===== src/rtl/cpu_ctrl_pkg.sv =====
// Shared encodings for the multicycle control unit: state codes, opcodes,
// and the mux/ALU select values seen by the datapath.
package cpu_ctrl_pkg;

    typedef enum logic [3:0] {
        S_FETCH    = 4'd0,
        S_DECODE   = 4'd1,
        S_MEMADR   = 4'd2,
        S_MEMREAD  = 4'd3,
        S_MEMWB    = 4'd4,
        S_MEMWRITE = 4'd5,
        S_EXECUTER = 4'd6,
        S_ALUWB    = 4'd7,
        S_EXECUTEI = 4'd8,
        S_BEQ      = 4'd9,
        S_HALT     = 4'd15
    } state_t;

    typedef enum logic [1:0] {
        ALUOP_ADD   = 2'd0,
        ALUOP_SUB   = 2'd1,
        ALUOP_FUNCT = 2'd2
    } aluop_t;

    localparam logic [6:0] OP_LW  = 7'b0000011;
    localparam logic [6:0] OP_SW  = 7'b0100011;
    localparam logic [6:0] OP_R   = 7'b0110011;
    localparam logic [6:0] OP_I   = 7'b0010011;
    localparam logic [6:0] OP_BEQ = 7'b1100011;

    localparam logic [2:0] ALU_ADD = 3'b000;
    localparam logic [2:0] ALU_SUB = 3'b001;
    localparam logic [2:0] ALU_AND = 3'b010;
    localparam logic [2:0] ALU_OR  = 3'b011;
    localparam logic [2:0] ALU_SLT = 3'b101;

    localparam logic [1:0] RES_ALUOUT    = 2'b00;
    localparam logic [1:0] RES_DATA      = 2'b01;
    localparam logic [1:0] RES_ALURESULT = 2'b10;

    localparam logic [1:0] SRCA_PC    = 2'b00;
    localparam logic [1:0] SRCA_OLDPC = 2'b01;
    localparam logic [1:0] SRCA_RD1   = 2'b10;

    localparam logic [1:0] SRCB_RD2  = 2'b00;
    localparam logic [1:0] SRCB_IMM  = 2'b01;
    localparam logic [1:0] SRCB_FOUR = 2'b10;

    localparam logic [1:0] IMM_I = 2'b00;
    localparam logic [1:0] IMM_S = 2'b01;
    localparam logic [1:0] IMM_B = 2'b10;

    // Immediate format depends only on the held opcode, never on state.
    function automatic logic [1:0] imm_src_for(input logic [6:0] op);
        case (op)
            OP_SW:   return IMM_S;
            OP_BEQ:  return IMM_B;
            default: return IMM_I;
        endcase
    endfunction

endpackage


===== src/rtl/alu_decoder.sv =====
// Maps the ALU operation class plus funct fields to an ALUControl code, and
// flags R/I-type instructions whose Funct3 the datapath cannot execute.
module alu_decoder
    import cpu_ctrl_pkg::*;
(
    input  logic [6:0] op,
    input  logic [2:0] funct3,
    input  logic       funct7_5,
    input  logic [1:0] alu_op,
    output logic [2:0] alu_control,
    output logic       illegal
);

    logic       is_r;
    logic       is_alu;
    logic       funct_ok;
    logic [2:0] funct_ctrl;

    always_comb begin
        is_r       = (op == OP_R);
        is_alu     = is_r || (op == OP_I);
        funct_ok   = 1'b1;
        funct_ctrl = ALU_ADD;
        case (funct3)
            // Funct7_5 on I-type is immediate bits, so only R-type may select sub.
            3'b000:  funct_ctrl = (is_r && funct7_5) ? ALU_SUB : ALU_ADD;
            3'b010:  funct_ctrl = ALU_SLT;
            3'b110:  funct_ctrl = ALU_OR;
            3'b111:  funct_ctrl = ALU_AND;
            default: funct_ok   = 1'b0;
        endcase
        illegal = is_alu && !funct_ok;

        case (alu_op)
            ALUOP_SUB:   alu_control = ALU_SUB;
            ALUOP_FUNCT: alu_control = funct_ctrl;
            default:     alu_control = ALU_ADD;
        endcase
    end

endmodule


===== src/rtl/multicycle_control_unit.sv =====
// Moore sequencer for the multicycle 8-bit RISC-V-subset datapath; advances
// one step per enabled clock and gates every write enable with en.
module multicycle_control_unit
    import cpu_ctrl_pkg::*;
(
    input  logic       clock_reg,
    input  logic       reset,
    input  logic       en,
    input  logic [6:0] OP,
    input  logic [2:0] Funct3,
    input  logic       Funct7_5,
    input  logic       Zero,
    output logic       PCWrite,
    output logic       AdrSrc,
    output logic       MemWrite,
    output logic       IRWrite,
    output logic       RegWrite,
    output logic [1:0] ResultSrc,
    output logic [1:0] ALUSrcA,
    output logic [1:0] ALUSrcB,
    output logic [2:0] ALUControl,
    output logic [1:0] ImmSrc,
    output logic [3:0] state,
    output logic       halted,
    output logic       instr_done
);

    state_t state_q;
    state_t state_d;
    aluop_t alu_op;
    logic   illegal;
    logic   pc_update;
    logic   branch;
    logic   mem_write_s;
    logic   ir_write_s;
    logic   reg_write_s;
    logic   write_ok;

    alu_decoder u_alu_decoder (
        .op          (OP),
        .funct3      (Funct3),
        .funct7_5    (Funct7_5),
        .alu_op      (alu_op),
        .alu_control (ALUControl),
        .illegal     (illegal)
    );

    always_ff @(posedge clock_reg or negedge reset) begin
        if (!reset) state_q <= S_FETCH;
        else        state_q <= state_d;
    end

    always_comb begin
        state_d = state_q;
        if (en) begin
            case (state_q)
                S_FETCH:  state_d = S_DECODE;
                S_DECODE: begin
                    case (OP)
                        OP_LW, OP_SW: state_d = S_MEMADR;
                        OP_R:         state_d = illegal ? S_HALT : S_EXECUTER;
                        OP_I:         state_d = illegal ? S_HALT : S_EXECUTEI;
                        OP_BEQ:       state_d = S_BEQ;
                        default:      state_d = S_HALT;
                    endcase
                end
                S_MEMADR:   state_d = (OP == OP_LW) ? S_MEMREAD : S_MEMWRITE;
                S_MEMREAD:  state_d = S_MEMWB;
                S_EXECUTER: state_d = S_ALUWB;
                S_EXECUTEI: state_d = S_ALUWB;
                S_HALT:     state_d = S_HALT;
                default:    state_d = S_FETCH;
            endcase
        end
    end

    always_comb begin
        AdrSrc      = 1'b0;
        mem_write_s = 1'b0;
        ir_write_s  = 1'b0;
        reg_write_s = 1'b0;
        pc_update   = 1'b0;
        branch      = 1'b0;
        ResultSrc   = RES_ALUOUT;
        ALUSrcA     = SRCA_PC;
        ALUSrcB     = SRCB_RD2;
        alu_op      = ALUOP_ADD;
        case (state_q)
            S_FETCH: begin
                ir_write_s = 1'b1;
                pc_update  = 1'b1;
                ALUSrcB    = SRCB_FOUR;
                ResultSrc  = RES_ALURESULT;
            end
            // Branch target is precomputed here while the register file is read.
            S_DECODE: begin
                ALUSrcA = SRCA_OLDPC;
                ALUSrcB = SRCB_IMM;
            end
            S_MEMADR: begin
                ALUSrcA = SRCA_RD1;
                ALUSrcB = SRCB_IMM;
            end
            S_MEMREAD:  AdrSrc = 1'b1;
            S_MEMWB: begin
                ResultSrc   = RES_DATA;
                reg_write_s = 1'b1;
            end
            S_MEMWRITE: begin
                AdrSrc      = 1'b1;
                mem_write_s = 1'b1;
            end
            S_EXECUTER: begin
                ALUSrcA = SRCA_RD1;
                alu_op  = ALUOP_FUNCT;
            end
            S_EXECUTEI: begin
                ALUSrcA = SRCA_RD1;
                ALUSrcB = SRCB_IMM;
                alu_op  = ALUOP_FUNCT;
            end
            S_ALUWB:    reg_write_s = 1'b1;
            S_BEQ: begin
                ALUSrcA = SRCA_RD1;
                alu_op  = ALUOP_SUB;
                branch  = 1'b1;
            end
            default: ;
        endcase
    end

    // Reset is folded in so no write can slip out while the async reset is held.
    assign write_ok   = en & reset;
    assign PCWrite    = write_ok & (pc_update | (branch & Zero));
    assign MemWrite   = write_ok & mem_write_s;
    assign IRWrite    = write_ok & ir_write_s;
    assign RegWrite   = write_ok & reg_write_s;
    assign ImmSrc     = imm_src_for(OP);
    assign state      = state_q;
    assign halted     = (state_q == S_HALT);
    assign instr_done = write_ok & ((state_q == S_MEMWB) | (state_q == S_MEMWRITE) |
                                    (state_q == S_ALUWB) | (state_q == S_BEQ));

endmodule


===== config.mk =====
export PLATFORM = sky130hd
export DESIGN_NAME = multicycle_control_unit
export DESIGN_NICKNAME = d
export VERILOG_FILES = /design/src/rtl/cpu_ctrl_pkg.sv /design/src/rtl/alu_decoder.sv /design/src/rtl/multicycle_control_unit.sv
export SDC_FILE = /design/constraint.sdc
export NUM_CORES = 1
export LEC_CHECK = 0
export ABC_AREA = 1
export CAP_MARGIN = 20
export CORE_MARGIN = 2
export CORE_UTILIZATION = 38
export CTS_CLUSTER_SIZE = 16
export DETAILED_ROUTE_END_ITERATION = 8
export PLACE_DENSITY = 0.86
export SETUP_SLACK_MARGIN = 0.5
export SYNTH_ARGS = -nofsm -noshare
export SYNTH_HDL_FRONTEND = slang
export SYNTH_HIERARCHICAL = 1
export SYNTH_SLANG_ARGS = --single-unit

===== constraint.sdc =====
create_clock -name clock_reg -period 1.8 [get_ports clock_reg]
set_input_delay 0.18 -clock clock_reg [delete_from_list [all_inputs] [get_ports clock_reg]]
set_output_delay 0.18 -clock clock_reg [all_outputs]
set_load 0.01 [all_outputs]

Yosys cells after proc, flatten, opt, wreduce, memory -nomap -nowiden
Cells that the tools add are included.

word-level totals
  register bits = 4

cells by class
  equal/unequal tests = 20
  muxes and demuxes = 19
  bitwise gates (word level) = 11
  reductions and logical operators = 13

operator list
  cell                                                                    number
  4-bit one-hot mux with 6 select lines                                   1
  2-bit one-hot mux with 2 select lines                                   5
  4-bit by 3-bit equality test with 1-bit output (second input constant)  4
  4-bit one-hot mux with 4 select lines                                   1
  7-bit by 6-bit equality test with 1-bit output (second input constant)  2
  4-bit equality test (second input constant)                             3
  3-bit one-hot mux with 4 select lines                                   1
  4-bit by 2-bit equality test with 1-bit output (second input constant)  2
  2-bit OR reduction                                                      4
  4-bit OR reduction                                                      2
  1-bit bitwise AND                                                       7
  7-bit by 2-bit equality test with 1-bit output (second input constant)  1
  7-bit by 5-bit equality test with 1-bit output (second input constant)  1
  7-bit equality test (second input constant)                             1
  1-bit 2-to-1 mux                                                        7
  3-bit equality test (second input constant)                             2
  3-bit 2-to-1 mux                                                        2
  3-bit one-hot mux with 2 select lines                                   1
  4-bit by 1-bit equality test with 1-bit output (second input constant)  1
  4-bit zero test                                                         1
  4-bit 2-to-1 mux                                                        1
  1-bit bitwise OR                                                        4
  3-bit by 2-bit equality test with 1-bit output (second input constant)  1
  3-bit zero test                                                         1
  other kinds (6)                                                         7

Depth between registers and ports, before layout
  depth in word-level cells = 8
  gate-level depth with buffers = 11
  depth with buffers taken out = 11

Hierarchy
Netlist, hierarchy kept.

modules (own cells, without submodules)
  module                   times used  cells an instance  area an instance (µm²)  seq. area each (µm²)
  multicycle_control_unit  1           110                556.8                   100.1
  alu_decoder              1           28                 135.1                   0.0

Worst setup path before layout
No wires, ideal clock.

  path kind = register -> output
  start point = register state_q[0] (netlist: state[0])
  end point = output ALUControl[2]
  arrival time = 1.633 ns
  required time = 1.620 ns
  slack = -0.013 ns
  cell stages (with the launch flop) = 10
  cells stage by stage = dfrtp_1 -> inv_1 -> nor2_2 -> inv_2 -> nor3_2 -> inv_1 -> ha_1 -> inv_1 -> nand2_1 -> nor3_1

on the way
  word-level cells in the longest chain between the ends = 5
  elaborated cells on any way between the ends = 8
  those cells by class = eq/ne: 5; mux: 2; reduce/logical: 1

ends and longest elaborated chain
  what                                                                                   RTL line                       RTL
  start, declared                                                                        multicycle_control_unit.sv:28  state_t state_q;
  start signal, assigned                                                                 multicycle_control_unit.sv:50  else state_q <= state_d;
  4-bit equality test or 4-bit by 3-bit equality test with 1-bit output (tied branches)  multicycle_control_unit.sv:88  case (state_q)
  2-bit OR reduction (no line)                                                           --
  2-bit one-hot mux with 2 select lines (*)                                              multicycle_control_unit.sv:88
  net alu_op[0]                                                                          multicycle_control_unit.sv:30  aluop_t alu_op;
  2-bit equality test or 2-bit by 1-bit equality test with 1-bit output (tied branches)  alu_decoder.sv:34              case (alu_op)
  3-bit one-hot mux with 2 select lines (*)                                              alu_decoder.sv:34
  end, declared                                                                          multicycle_control_unit.sv:21  output logic [2:0] ALUControl,

Mark *: on every way through the listed nets, which the timed path passes. The rest lies on a longest branch.

Worst setup path after layout
  start point = register state_q[0] (netlist: state[0])
  end point = output ALUControl[0]

The elaborated chain is that of the path after synthesis.

==> flow_summary_export.csv <==
group,metric,value,unit
sta,drv_slew,0,
placed_design,place_congestion,0.8937,
worst_setup_path,worstPathArrival,1750,ps
worst_setup_path,worstSetupStartpointType,"register",
sta,rsz0062_at_grt,"true",
sta,hold_viol_final,0,
sta,slew_headroom,81.72,%
yosys,yosysSeqAreaShare,14.47,%
clocking,clk_path_buf_depth,2,
clocking,hold_buffers,0,
power_and_ir_drop,p_leak,0.8262,nW
run,drv_cap,0,
worst_setup_path,worstPathMaxFanout,4,
outcome,status,"finished, violations left",
route,antenna_left,0,
placed_design,dp_slack,-306.8,ps
placed_design,port-buffer-count,36,
floorplanning,ioPinCount,37,
route,drtPass1Iterations,4,
yosys,yosys_warnings,6,
route,vias_per_cell,5.179,
global_routing,antenna_found_initial,0,
yosys,synth_area,691.9,µm²
worst_setup_path,crit_path_start,"state[0]$_DFFE_PN0P_",
route,vias,1212,
power_and_ir_drop,pwr-share-comb,82.4,%
global_routing,grt_pass1_wl,4429,µm
power_and_ir_drop,p_sw,0.001028,W
sta,tightest_slew,273.6,ps
floorplanning,die_y,46.67,µm
final_layout,multiInputGateArea,630.6,µm²
sta,setup_slack,-132.0,ps
worst_setup_path,r2r_cells,12,
floorplanning,die-area,2178,µm²
sta,min_period,1932,ps
floorplanning,start_util,40.07,%
power_and_ir_drop,p_int,0.001016,W
clocking,clkLatencyLatePin,250,ps
clocking,cts_sinks,4,
global_routing,grt_usage,28.65,%
yosys,synth_top_area_share,27.67,%
power_and_ir_drop,swShare,50.29,%
floorplanning,coreArea,1727,µm²
clocking,cts_tree,"built",
worst_setup_path,cp.required,1620,ps
final_layout,diodes,0,
final_layout,area_growth,113.6,%
sta,period_share,107.3,%
yosys,synthCells,138,
sta,setup_viol,3,
route,drt-total-wl,3511,µm
final_layout,drive_above_1_share,49.28,%
clocking,cts.clk_slew.worst_paths,50,ps
power_and_ir_drop,clock_power_share,6.4,%
route,drc,0,
min_path,hp-class,"primary input to asynchronous set/reset pin",
floorplanning,row_count,15,
yosys,ys_seq_elements,4,
yosys,synthTopCellsByArea,"nand2_1, dfrtp_1, inv_1",
yosys,syn_nets,155,
final_layout,regArea,105.1,µm²
clocking,cts_buffers,3,
global_routing,overflow,0,
worst_setup_path,endpoint_kind,"output port",
worst_setup_path,rr_startpoint,"state[0]$_DFFE_PN0P_",
worst_setup_path,critical_path_class,"register to output port",
sta,setup-tns-final,-279.5,ps
global_routing,grt_pass1_vias,1120,
yosys,avgSynthCellArea,5.014,µm²
yosys,synth.distinct_cells,15,
global_routing,grt_max_degree,7,
sta,clock_skew,8.303,ps
placed_design,hpwl,2139,µm
outcome,violations,"setup timing",
worst_setup_path,r2r_slack,100,ps
clocking,cts_root_buf,"clkbuf_4",
power_and_ir_drop,vdd_ir_drop_max,1.282,mV
floorplanning,die_w,46.67,µm
final_layout,largest_register_ffs,4,
final_layout,fill_cells,109,
final_layout,final_net_count,227,
sta,clock.fmax,0.5176,GHz
route,drt_iter0_markers,44,
yosys,synth_top_area_cell,"nand2_1",
power_and_ir_drop,sequentialPowerShare,11.2,%
route,detail_route.wl_per_cell,15.00,µm
power_and_ir_drop,power_density,1384,nW/µm²
clocking,htreeDepth,1,
## power groups by stage
stage / registers [W] / clock network (W) / logic [W]
after global routing: 0.000229 / 0.000141 / 0.00179
after detailed placement: 0.000196 / 0 / 0.00128
after CTS: 0.000214 / 0.000132 / 0.00134
after global placement: 0.000191 / 0 / 0.00124
final: 0.000229 / 0.000130 / 0.00169
after floorplan: 0.000223 / 0 / 0.000572
## layout make-up
class                      count  share of cell area, %
clock buffer                   4                  1.778
inverter                      29                  7.875
sequential                     4                  7.113
multi-input combinational    105                  42.68
timing repair buffer          67                  38.44
tap                           25                  2.117
## path summary, 6_finish.rpt
check                                  endpoint
setup / recovery                  ALUControl[0]
hold / removal             state[1]$_DFFE_PN0P_
setup reg to reg           state[1]$_DFFE_PN0P_
hold reg to reg            state[2]$_DFFE_PN0P_
max in group asynchronous  state[3]$_DFFE_PN0P_
min in group clock_reg     state[0]$_DFFE_PN0P_
## critical path: stages, from the launching register on
cell and delay (ps):
dfrtp_2 430, inv_2 60, nor2_4 120, inv_2 60
nor3_4 130, inv_2 70, ha_4 270, inv_4 30
nand2_4 50, inv_1 40, nand2_1 70, nand2_2 50
buf_6 110
## per-stage QoR
stage	util [%]	power, W	std cells	area [µm²]	hold WS, ps
floorplan	-	0.0007952	138	725.7	-115.6
global placement	75.14	0.001433	223	1297	474.3
detailed placement	75.14	0.001480	223	1297	485.7
CTS	80.43	0.001688	230	1389	217.0
global route	85.58	0.002160	234	1478	246.1
finish	85.58	0.002045	234	1478	238.4
## synthesized netlist by cell type
| library cell | n |
|---|---|
| nand4_1 | 2 |
| nor2_4 | 2 |
| nand3_1 | 11 |
| nor3_1 | 5 |
| nor2_1 | 20 |
| inv_1 | 24 |
| nand2_2 | 1 |
| nand2_1 | 51 |
| inv_2 | 5 |
| a21oi_1 | 5 |
| nand3_2 | 1 |
| dfrtp_1 | 4 |
| nor3_2 | 1 |
| nor2_2 | 4 |
| ha_1 | 2 |
## repair_timing
item / CTS / global route
setup buffers: 3 / 4
resized for setup: 104 / 25
setup endpoints to repair: 26 / 24
pin swaps: 8 / 7
cloned: 0 / 0
## cell usage in the layout, fill, tap and decap left out
master           count
a21oi_1              1
clkbuf_2             2
ha_4                 1
nor2_4               5
clkdlybuf4s15_1      1
inv_4                3
inv_1               17
clkbuf_1             1
nor3_2               2
buf_12               1
nand3_2              2
nor3_1               2
a21oi_2              3
nand3_1              9
nor2_1              14
ha_1                 1
dfrtp_2              4
inv_2                9
clkdlybuf4s50_1      6
nand4_1              2
nand2_4              3
nand2_2              7
buf_4               24
nor3_4               2
nand3_4              1
dlygate4sd2_1        9
a21oi_4              1
clkdlybuf4s15_2      3
dlymetal6s2s_1       1
nand2_1             42
nor2_2               7
clkbuf_4             3
buf_6               10
buf_2               10
## kinds of logic (layout without fill, tap and decap cells)
kind of cell | after synthesis | after routing | synth area share [%]
and+or+nand+nor | 98 | 98 | 62.57
buffers and inverters | 29 | 100 | 15.73
AOI/OAI and AO/OA | 5 | 5 | 3.616
DFF | 4 | 4 | 14.47
adders and majority gates | 2 | 2 | 3.616
## metal layers
layer	vias to the layer above	GRT usage, %	wire length [µm]
met5	-	0	0
met4	0	14.44	180
met3	26	3.922	312
met2	86	56.67	1787
met1	538	28.14	1232
li1	562	-	-
No activity file was read; power rests on OpenSTA's default activity.
